### config.mk
export PLATFORM = sky130hd
export DESIGN_NAME = seq_chk_stat
export DESIGN_NICKNAME = d
export VERILOG_FILES = /design/src/rtl/seq_chk_stat.sv
export SDC_FILE = /design/constraint.sdc
export NUM_CORES = 1
export LEC_CHECK = 0
export CAP_MARGIN = 20
export CORE_AREA = 2 2 57 72
export CTS_CLUSTER_SIZE = 16
export DETAILED_ROUTE_END_ITERATION = 8
export DIE_AREA = 0 0 59 74
export GPL_TIMING_DRIVEN = 1
export PLACE_DENSITY = 0.69
export SYNTH_ARGS = -nofsm -noshare
export SYNTH_HDL_FRONTEND = slang
export SYNTH_SLANG_ARGS = --single-unit
export TNS_END_PERCENT = 100
### constraint.sdc
create_clock -name i_clk -period 1.8 [get_ports i_clk]
set_input_delay 0.45 -clock i_clk [delete_from_list [all_inputs] [get_ports i_clk]]
set_output_delay 0.45 -clock i_clk [all_outputs]
set_load 0.005 [all_outputs]
### src/rtl/seq_chk_stat.sv
// Saturating 16-bit counters of completed runs and error pulses (built only with SEQ_CHK_STAT_EN).
module seq_chk_stat (
  input  logic        i_clk,
  input  logic        i_resetn,
  input  logic        i_run_vld,
  input  logic        i_err,
  output logic [15:0] o_run_cnt,
  output logic [15:0] o_err_cnt
);

  logic [15:0] run_cnt_reg;
  logic [15:0] err_cnt_reg;

  always_ff @(posedge i_clk or negedge i_resetn) begin
    if (!i_resetn) begin
      run_cnt_reg <= 16'd0;
      err_cnt_reg <= 16'd0;
    end else begin
      if (i_run_vld && (run_cnt_reg != 16'hFFFF)) run_cnt_reg <= run_cnt_reg + 16'd1;
      if (i_err && (err_cnt_reg != 16'hFFFF))     err_cnt_reg <= err_cnt_reg + 16'd1;
    end
  end

  assign o_run_cnt = run_cnt_reg;
  assign o_err_cnt = err_cnt_reg;

endmodule

# After elaboration in Yosys (flattened, before gate mapping)
# Index checks and enable logic that the tools add are counted.
# word_totals
register_bits	32
in_bits	4
output_inout_bits	32
# op_classes
add_sub_neg	2
eq_ne	2
reduce_logical	2
# op_table
op	n
$add A16 B1 Y16 const B	2
$ne A16 B16 Y1 const B	2
$logic_and A1 B1 Y1	2

# Logic depth before layout (Yosys ltp)
# Gate-level depths: netlist of run 1.
# logic_depth
depth_word	2
depth_mapped	6
ltp_nobuf	5

# Worst setup path before layout of run 1
# OpenSTA, ideal clock, no wires.
# synth_timing
kind	register -> register
startpoint	reg run_cnt_reg[0], in the netlist o_run_cnt[0]
endpoint	reg run_cnt_reg[1], in the netlist o_run_cnt[1]
arrival_time_ns	1.725
slack_ns	-0.049
stages_incl_launch_ff	7
n_path_buf	1
path_cell_list	dfrtp_1 -> ha_1 -> nand4_1 -> or4_1 -> buf_2 -> nand2_2 -> mux2_2
# synth_via
elab_chain_cells	2
word_cells_on_any_way	3
cone_classes	1 x add/sub; 1 x eq/ne; 1 x reduce/logical
# synth_lines
item	line_no	rtl
from (decl)	11	logic [15:0] run_cnt_reg;
from (signal assigned)	19	if (i_run_vld && (run_cnt_reg != 16'hFFFF)) run_cnt_reg <= run_cnt_reg + 16'd1;
parallel branches: the longest is 2 deep, another holds $add A16 B1 Y16	-	
# Parallel ways; which one is timed is not known.
# A chain may end at the register's enable or synchronous reset.

# Worst setup path after layout of run 1
# layout_timing
startpoint	reg run_cnt_reg[1], in the netlist o_run_cnt[1]
endpoint	reg run_cnt_reg[1], in the netlist o_run_cnt[1]
# Same word-level chain as after synthesis.

==> summary.txt, run 1 <==
CTS
  • Clk_lat worst skew: 0.29 ns
  • CTS Sinks: 32
  • Root Buffer: clkbuf_8
  • Clk pin slew, worst setup/hold paths: 0.06 ns
  • Clk buf depth: 2
  • Total CTS buffers: 5
  • CTS tree: yes
  • CTS H-tree depth: 2

Logic synthesis
  • Post-synth cell types: 34
  • Syn nets: 149
  • Yosys warnings: 0
  • Sequential area share after synthesis: 0.513
  • Share of the synthesized area in the top cell type: 0.513
  • Synth area leaders: dfrtp_1, xnor2_1, nand4_1, nand3_1, a21oi_1
  • Ys flop type: dfrtp_1
  • Post-synth EDFFs: 0
  • Cell taking the most area after synthesis: dfrtp_1
  • Ys async rst share: 1.00
  • Netlist Area Pre-Place: 1560 um2
  • Syn Area/Cell: 10.9 um2
  • Seq cells post-synth: 32
  • Synthesized instance count: 143

Timing
  • Clock Skews: 0.0112 ns
  • Final Critical Period: 1.74 ns
  • Relative slew slack: 0.724
  • Fin. max-slew vios: 0
  • Final setup vio count: 0
  • Least-Margin Pin Slew: roughly 0.41 ns
  • FMAX: approximately 570 MHz
  • Unrepaired setup endpoints after global routing: no
  • Final hold vios: 0
  • Final period util: 0.967
  • Hold WS: 0.502 ns
  • Aggregate negative setup slack: 0 ns

Power
  • Design Power: around 2600 uW
  • Peak supply drop: between 0.0007 and 0.0008 V
  • Power density over cell area: 1140 nW/um2
  • LEAKAGE: about 0.00098 uW

Cells and area
  • Fin nets: 220
  • Layout cells sized above 1: 0.233
  • Layout area overhead: 46.3%
  • Final instance area: 2280 um2
  • Most frequent cells in the layout: clkdlybuf4s50_1, dfrtp_1, buf_4
  • Post-layout util: 0.619
  • Area taken by multi-input logic gates: about 750 um2
  • Inserted Diodes: 0
  • Commonest non-fill, non-tap cell in the layout: clkdlybuf4s50_1
  • Fill cell instance count of the final layout: between 300 and 400
  • Seq. cell area: approximately 800 um2

Floorplan
  • Die X: 59 um
  • FP Rows: 25
  • Starting density of the core: 0.423
  • Core area: approximately 3700 um2
  • Die Area: 4370 um2
  • Die height: 74 um
  • IO Count: 36

Placement
  • DP Wirelength: between 2000 and 3000 um
  • RD Place Congestion: about 0.83
  • Buffers on Ports: 35
  • Placement Cell Area: 2160 um2

Critical path
  • Kind of end point of the critical path: register
  • Critical Path Fanout Max: 5
  • WS Path Type: register to register
  • Slowest stage delay, CP: 0.45 ns
  • Crit path max-delay family: simple AND/OR/NAND/NOR gates
  • CP required: 1.96 ns
  • Crit path DAT: ~1.9 ns
  • Worst setup SP type: register
  • Worst Path Buf+Inv: 0
  • CP max-delay cell: or4_4
  • Worst-path cell chain: ha_2 > nand4_1 > or4_4 > nand2_2 > mux2_2

Min path
  • Hold Crit Class: register to register

Outcome
  • Status: complete, no violations

Route
  • Final wirelength: 3710 um
  • Via Count: around 1.4k
  • Routed WL per cell: 14.5 um
  • Post-DRT Antenna Nets: 0
  • Drt first pass iters: 4
  • Via/cell ratio: 5.47
  • DRT iter0 DRCs: 34
  • DRC Markers: 0

Global routing
  • First-pass GRT wire length: 6150 um
  • Maximum number of pins on one net before global-route repair: 33
  • Grt ovf: 0
  • Initial antenna violation count: 0
  • Vias in the first global route: roughly 1.4k
  • GRT Resource Usage Total: 0.187

Job
  • Max Cap Viol: 0
synth_stat cells (3+ instances only):
cell type,count
nand3_1,11
nand2_1,7
nor3_1,3
xnor2_1,17
dfrtp_1,32
a21oi_1,8
nor2_1,6
nand4_1,16
mux2_2,3
and4_1,3
and3_1,6
registers in the layout, indices dropped and copies added (netlist names):
signal     flops
o_err_cnt     16
o_run_cnt     16
per-layer routing:
| metal | global-route usage | vias to the layer above | wire (um) |
|---|---|---|---|
| met5 | 0 | - | 0 |
| met4 | 0.0985 | 0 | 65 |
| met3 | 0.0522 | 7 | 160 |
| met2 | 0.321 | 39 | 1910 |
| met1 | 0.211 | 680 | 1570 |
| li1 | - | 669 | - |
final cells by class:
type                       instances  area share
inverter                           1     0.00164
tap                               40      0.0219
multi-input combinational        107       0.328
sequential                        32       0.350
clock buffer                       8      0.0394
timing repair buffer              67       0.258
logic make-up (layout without fill, tap and decap cells):
group / after synthesis / after routing / share of synthesized area
buffers and inverters: 4 / 76 / 0.0152
flip-flops: 32 / 32 / 0.513
adder cells (fa/ha/maj): 2 / 2 / 0.0160
AND/OR/NAND/NOR: 64 / 64 / 0.242
AO/OA/AOI/OAI: 17 / 17 / 0.0697
XOR/XNOR: 19 / 19 / 0.107
multiplexers: 5 / 5 / 0.0377
final timing paths:
kind                       slack, ns  cells after the start       endpoint          start
setup / recovery                0.06                      5   o_run_cnt[1]   o_run_cnt[1]
setup reg to reg                0.06                      5   o_run_cnt[1]   o_run_cnt[1]
hold reg to reg                 0.50                      1  o_run_cnt[11]  o_run_cnt[11]
hold / removal                  0.50                      1  o_run_cnt[11]  o_run_cnt[11]
min in group asynchronous       0.56                      2   o_run_cnt[4]       i_resetn
max in group asynchronous       0.92                      2  o_run_cnt[14]       i_resetn
per-stage QoR:
stage | std cells | worst slack, ns
final | 255 | 0.0602
after global routing | 255 | 0.000624
after CTS | 252 | 0.00758
after detailed placement | 244 | -0.159
after global placement | 244 | -0.104
after floorplan | 143 | 0.0684
repair_timing:
| action | CTS | global route |
|---|---|---|
| setup endpoints to repair | 2 | 9 |
| hold buffers | 0 | 0 |
| hold endpoints to repair | 0 | 0 |
| setup buffers | 0 | 3 |
| pin swaps | 0 | 1 |
| resized for setup | 2 | 1 |
where the power goes:
| part | internal [uW] | switching (uW) | total, uW | leakage [uW] |
|---|---|---|---|---|
| logic | 599 | 351 | 951 | 0.000516 |
| clock network | 312 | 262 | 574 | 0.0000455 |
| registers | 883 | 190 | 1070 | 0.000416 |
Power figures use the tool's default switching activity.
==> run 2: changes to the inputs <==
--- a/config.mk
+++ b/config.mk
@@ -11,6 +11,7 @@
 export DETAILED_ROUTE_END_ITERATION = 8
 export DIE_AREA = 0 0 59 74
 export GPL_TIMING_DRIVEN = 1
+export HOLD_SLACK_MARGIN = 0.15
 export PLACE_DENSITY = 0.69
 export SYNTH_ARGS = -nofsm -noshare
 export SYNTH_HDL_FRONTEND = slang
==> results of run 2 <==
Same layout as run 1: the final DEF is identical, and so are final timing and power.
